===== src/rtl/wr_linked_list.sv =====
// ----------------------------------------------------------------------------
// wr_linked_list
//
// Builds a singly linked list in memory from a stream of {D1,D0} word pairs.
// Each node takes three consecutive words: node+0 = D0, node+1 = D1 and
// node+2 = next_ptr. The first node lands at the base address sampled with
// start. Every later node address is popped from a free-pointer source. The
// last node's next_ptr is NULL_PTR.
//
// Handshakes: a transfer happens on a rising edge where both valid and ready
// are high. Ready never depends on valid. Once valid is raised, the producer
// holds it and its data until that edge.
//
// Ports
//   clk, rst_n         clock and asynchronous active-low reset
//   start, address     begin a list at 'address' (sampled only while idle)
//   in_vld/in_rdy      {D1,D0} pair handshake; in_data, in_last
//   fp_vld/fp_rdy      free-pointer pop handshake; fp_addr
//   wen/waddr/wdata    memory write port; the write is taken on the rising edge
//   busy               list construction in progress
//   done               one-cycle pulse after the terminator is written
// ----------------------------------------------------------------------------
module wr_linked_list #(
    parameter int                 AWIDTH   = 8,
    parameter int                 DWIDTH   = 8,
    parameter logic [DWIDTH-1:0]  NULL_PTR = {DWIDTH{1'b1}}
) (
    input  logic                  clk,
    input  logic                  rst_n,
    input  logic                  start,
    input  logic [AWIDTH-1:0]     address,
    input  logic                  in_vld,
    output logic                  in_rdy,
    input  logic [2*DWIDTH-1:0]   in_data,
    input  logic                  in_last,
    input  logic                  fp_vld,
    output logic                  fp_rdy,
    input  logic [AWIDTH-1:0]     fp_addr,
    output logic                  wen,
    output logic [AWIDTH-1:0]     waddr,
    output logic [DWIDTH-1:0]     wdata,
    output logic                  busy,
    output logic                  done
);

    typedef enum logic [2:0] {
        S_IDLE   = 3'd0,
        S_WAIT   = 3'd1,
        S_WR_D0  = 3'd2,
        S_WR_D1  = 3'd3,
        S_WR_PTR = 3'd4
    } state_t;

    // 'state' is the FSM register that assertion checkers can bind to.
    state_t                 state, state_nx;
    logic [AWIDTH-1:0]      cur, cur_nx;
    logic [2*DWIDTH-1:0]    data_q, data_nx;
    logic                   last_q, last_nx;
    logic                   done_q, done_nx;

    always_ff @(posedge clk or negedge rst_n) begin
        if (!rst_n) begin
            state  <= S_IDLE;
            cur    <= '0;
            data_q <= '0;
            last_q <= 1'b0;
            done_q <= 1'b0;
        end else begin
            state  <= state_nx;
            cur    <= cur_nx;
            data_q <= data_nx;
            last_q <= last_nx;
            done_q <= done_nx;
        end
    end

    always_comb begin
        state_nx = state;
        cur_nx   = cur;
        data_nx  = data_q;
        last_nx  = last_q;
        done_nx  = 1'b0;
        in_rdy   = 1'b0;
        fp_rdy   = 1'b0;
        wen      = 1'b0;
        waddr    = '0;
        wdata    = '0;

        case (state)
            S_IDLE: begin
                if (start) begin
                    cur_nx   = address;
                    state_nx = S_WAIT;
                end
            end
            S_WAIT: begin
                in_rdy = 1'b1;
                if (in_vld) begin
                    data_nx  = in_data;
                    last_nx  = in_last;
                    state_nx = S_WR_D0;
                end
            end
            S_WR_D0: begin
                wen      = 1'b1;
                waddr    = cur;
                wdata    = data_q[DWIDTH-1:0];
                state_nx = S_WR_D1;
            end
            S_WR_D1: begin
                wen      = 1'b1;
                waddr    = cur + AWIDTH'(1);
                wdata    = data_q[2*DWIDTH-1:DWIDTH];
                state_nx = S_WR_PTR;
            end
            S_WR_PTR: begin
                if (last_q) begin
                    // Terminate the list; no pointer is consumed.
                    wen      = 1'b1;
                    waddr    = cur + AWIDTH'(2);
                    wdata    = NULL_PTR;
                    done_nx  = 1'b1;
                    state_nx = S_IDLE;
                end else begin
                    // Stall here until the free-pointer source has an address.
                    fp_rdy = 1'b1;
                    if (fp_vld) begin
                        wen      = 1'b1;
                        waddr    = cur + AWIDTH'(2);
                        wdata    = DWIDTH'(fp_addr);
                        cur_nx   = fp_addr;
                        state_nx = S_WAIT;
                    end
                end
            end
            default: begin
                state_nx = S_IDLE;
            end
        endcase
    end

    assign busy = (state != S_IDLE);
    assign done = done_q;

endmodule


===== config.mk =====
export PLATFORM = sky130hd
export DESIGN_NAME = wr_linked_list
export DESIGN_NICKNAME = d
export VERILOG_FILES = /design/src/rtl/wr_linked_list.sv
export SDC_FILE = /design/constraint.sdc
export NUM_CORES = 1
export LEC_CHECK = 0
export ABC_CLOCK_PERIOD_IN_PS = 2100
export CORE_MARGIN = 5
export CORE_UTILIZATION = 45
export DETAILED_ROUTE_END_ITERATION = 16
export PLACE_DENSITY_LB_ADDON = 0.08
export SLEW_MARGIN = 20
export SYNTH_ARGS = -nofsm -noshare
export SYNTH_HDL_FRONTEND = slang
export SYNTH_SLANG_ARGS = --single-unit

===== constraint.sdc =====
create_clock -name clk -period 2.1 [get_ports clk]
set_clock_uncertainty 0.15 [all_clocks]
set_input_delay 0.42 -clock clk [delete_from_list [all_inputs] [get_ports clk]]
set_output_delay 0.42 -clock clk [all_outputs]
set_load 0.005 [all_outputs]

== Yosys cells after proc, flatten, opt, wreduce, memory -nomap -nowiden ==
Cells that the tools add are included.

* Register bits: 29
* Input bits: 38
* Output and inout port bits: 21
* Word-level logic and storage cells: 46

* $add $sub $neg: 2
* Eq/ne operators: 9
* Mux-type cells: 23
* Reduce and logical (&&, ||, !) cells: 7

{| class="wikitable"
|+ Operator list
! cell !! number
|-
| $mux 8 || 7
|-
| $pmux 8 s3 || 2
|-
| $pmux 8 s2 || 1
|-
| $pmux 3 s5 || 1
|-
| $mux 3 || 4
|-
| $add 8x1->8 const B || 1
|-
| $add 8x2->8 const B || 1
|-
| $ne 2x2->1 const B || 4
|-
| $mux 1 || 7
|-
| $eq 3x2->1 const B || 2
|-
| $reduce_and 4->1 || 1
|-
| $eq 3x1->1 const B || 1
|-
| $eq 3x3->1 const B || 1
|-
| $logic_not 3->1 || 1
|-
| $ne 3x3->1 const B || 1
|-
| $reduce_and 3->1 || 1
|-
| $reduce_bool 3->1 || 1
|-
| $pmux 1 s2 || 1
|-
| $reduce_and 2->1 || 1
|-
| $reduce_bool 2->1 || 1
|-
| $reduce_or 2->1 || 1
|}

== Depth between registers and ports, before layout ==
* Word-level depth: 4
* Depth in mapped cells: 6
* Depth with buffers taken out: 5

== Least setup slack after synthesis ==
No wires, ideal clock.

* Kind: reg2out
* From: register state[1]
* To: output port waddr[5]
* Arrival time: 1.485 ns
* Data required time: 1.530 ns
* Setup slack: 0.045 ns
* Cell stages (with the launch flop): 7
* Path buffers: 2
* Cell sequence: dfrtp_1 -> buf_6 -> or3b_1 -> buf_6 -> o21ai_2 -> a21oi_1 -> a311oi_1

* Cells in the longest elaborated chain, start to end: 2
* Elaborated cells between the ends (all ways): 4
* Those cells by class: 3 x eq/ne; 1 x mux

{| class="wikitable"
|+ Ends and longest elaborated chain
! item !! RTL line !! text
|-
| start, declared || 55 || <nowiki>state_t state, state_nx;</nowiki>
|-
| start signal, assigned || 69 || <nowiki>state <= state_nx;</nowiki>
|-
| $eq 3x3->1 or $eq 3x2->1 (tied branches) || 89 || <nowiki>case (state)</nowiki>
|-
| $pmux 8 s3 (*) || 89 ||
|-
| end, declared || 40 || <nowiki>output logic [AWIDTH-1:0] waddr,</nowiki>
|}

Every way passes the cells marked *; elsewhere a longest branch is shown, timed or not.

== Final worst setup path ==
* From: register state[1]
* To: output port waddr[1]

The elaborated chain is that of the path after synthesis.

==> results.toml <==
[status]
status = "complete, but fails checks"
violations = "setup timing"

[worst_hold_path]
worstHoldStart = "data_q[14]$_DFFE_PN0P_"
hold_path_end = "data_q[14]$_DFFE_PN0P_"
min_path_type = "reg2reg"
hold_depth = 1

[floorplanning]
core-area_sq_um = 3690
die_x_um = 72.1
pin_count = 59
start_util_pct = 47.1
dieArea_sq_um = 5200
dieHeight_um = 72.1
num_rows = 22

[flow_run]
cap_violations = 0

[detailed_routing]
drt_drc_violations_left = 0
avgViaCountPerCell = 5.63
routedWlPerCell_um = 17.5
antenna_left = 0
wirelength_um = 5420
firstDrtPassIters = 4
num_vias = 1739
drt_iter0_markers = 100

[critical_path]
start_kind = "flip-flop"
r2r-start = "state[0]$_DFFE_PN0P_"
crit_type = "reg2out"
path_cells = "or3b_4 -> buf_4 -> buf_12 -> o32ai_4 -> buf_2"
ff2ff_setup_slack_ns = 0.20
worstReg2RegEnd = "data_q[11]$_DFFE_PN0P_"
r2r_cells = 7
crit_fanout = 13
crit_path_max_incr_delay_ns = 0.45
crit_start = "state[1]$_DFFE_PN0P_"
cp.required_ns = 1.53
crit_slowest_cell = "or3b_4"
crit_arrival_ns = 1.81
end_kind = "output port"

[timing]
post-route-period-util_pct = 113
hold_viol = 0
fin_crit_ns = 2.38
rsz0062_at_grt = "yes"
slew_violations = 0
setup_viol = 17
holdWs_ns = 0.336
worst_slew_pin_slew_ns = 0.347
worst_slack_ns = -0.281
setup_tns_ns = -3.25
fmax_mhz = 420
relSlewSlack_pct = 76.6

[logic_synthesis]
ys_warn_count = 0
synth_area_per_cell_sq_um = 9.99
async_flop_share_pct = 100
postSynthCellCount = 174
netlist_area_sq_um = 1740
synthDistinctLibCells = 38
syn_nets = 214
ys_ff_latch = 29
synth_ff_type = "dfrtp_1"
ys_seq_area_share_pct = 41.8
synth_edf_count = 0

[global_route]
grt_pass1_vias = 1781
antenna_found_initial = 0
grt_overflow_total = 0
grt_max_degree = 30
grt_use_total_pct = 20.9
grt_pass1_wl_um = 8450

[clock_tree]
clk_latency_ns = 0.27
numCtsBuffers = 5
h-tree-depth = 2
cts_sinks = 29
clk_pin_slew_ns = 0.06
cts.path.max_buffers = 2
clock-root-buffer = "clkbuf_8"
cts_hold_buf = 0
cts_tree = "yes"

[power_and_ir_drop]
ir_worst_vdd_uv = 792
power_leakage_nw = 1.26
powerDensity_nw_per_um2 = 1460

[place]
dp_hpwl_um = 3490
port_buffers = 58
gp_congestion = 0.809

[finish]
area_growth_pct = 61.4
drive_above_1_share_pct = 40.2
insertedDiodeCount = 0
finalNetCount = 300
layout_commonest_cell = "clkdlybuf4s50_1"
layout_common_cells = "clkdlybuf4s50_1 (38), dfrtp_1 (29), buf_4 (27)"
fill_cells = 259
==> final cells by class <==
type                       count  area (sq um)  share of cell area, %
timing repair buffer          94           848                   30.2
sequential                    29           726                   25.9
tap                           48          60.1                   2.14
clock buffer                   8          80.1                   2.85
inverter                       2          7.51                  0.268
multi-input combinational    128          1080                   38.6
==> synthesized netlist by cell type (2+ instances only) <==
cell type	number	share of area [%]
a21oi_1	24	6.9
a311oi_1	2	1.0
a31oi_1	2	0.72
and3_1	2	0.72
buf_1	2	0.43
buf_2	3	0.86
buf_6	3	1.9
clkbuf_1	6	1.3
dfrtp_1	29	42
ha_1	2	1.4
inv_1	2	0.43
mux2_2	16	10
mux2i_1	17	9.8
nand2_1	9	1.9
nand2b_1	2	0.72
nand3_1	2	0.58
nor2_1	15	3.2
nor2b_1	2	0.72
o21ai_0	6	1.7
o22ai_1	9	3.2
o32ai_1	2	1.0
==> per-stage QoR <==
step           setup slack [ns]  util [%]  instance area, sq um  instances  total power, mW
4_1_cts                  -0.275      74.0                  2730        306             3.86
3_3_place_gp             -0.500      67.4                  2480        289             3.14
5_1_grt                  -0.342      76.1                  2810        309             4.40
3_5_place_dp             -0.541      67.4                  2480        289             3.21
2_1_floorplan            0.0447         -                  1740        174             2.24
6_report                 -0.281      76.1                  2810        309             4.08
==> critical path: cells and delay by family (launching register included) <==
family	cells	cell delay [ns]
buf+inv	3	0.46
compound gates	1	0.25
flops	1	0.38
simple gates	1	0.45
==> repair_timing <==
item | 4_1_cts | 5_1_grt
setup buffers | 8 | 3
cloned | 1 | 0
endpoints found under the setup margin | 20 | 19
pin swaps | 8 | 5
resized for setup | 94 | 29
==> per-layer routing <==
layer,part of all wire [%],track usage [%]
met5,0,0
met4,3.0,9.19
met3,6.3,5.40
met2,51,36.4
met1,40,23.9
==> kinds of logic (layout without fill, tap and decap cells) <==
group	count (synthesis)	after routing	share of synthesized area (%)
AOI/OAI and AO/OA	52	52	18.4
xor gates and xnor gates	1	1	0.504
adders and majority gates	2	2	1.44
buffers and inverters	17	104	5.40
DFF	29	29	41.8
muxes	34	34	20.8
and+or+nand+nor	39	39	11.7
==> state kept, by name, summed over array words and instances (netlist names) <==
signal	count
data_q	16
cur	8
state	3
done	1
last_q	1
==> worst max-delay path by stage <==
stage                to  slack (ns)
6_report       waddr[1]       -0.28
5_1_grt        waddr[7]       -0.34
2_1_floorplan  waddr[5]        0.04
3_3_place_gp   waddr[7]       -0.50
4_1_cts        waddr[5]       -0.27
3_5_place_dp   waddr[5]       -0.54
==> power breakdown <==
| part | switching, mW | leakage [nW] | internal [mW] |
|---|---|---|---|
| clock | 0.190 | 0.0395 | 0.234 |
| sequential | 0.174 | 0.340 | 0.836 |
| combinational | 1.24 | 0.878 | 1.41 |
| total | 1.60 | 1.26 | 2.48 |
(Power assumes the default switching activity.)
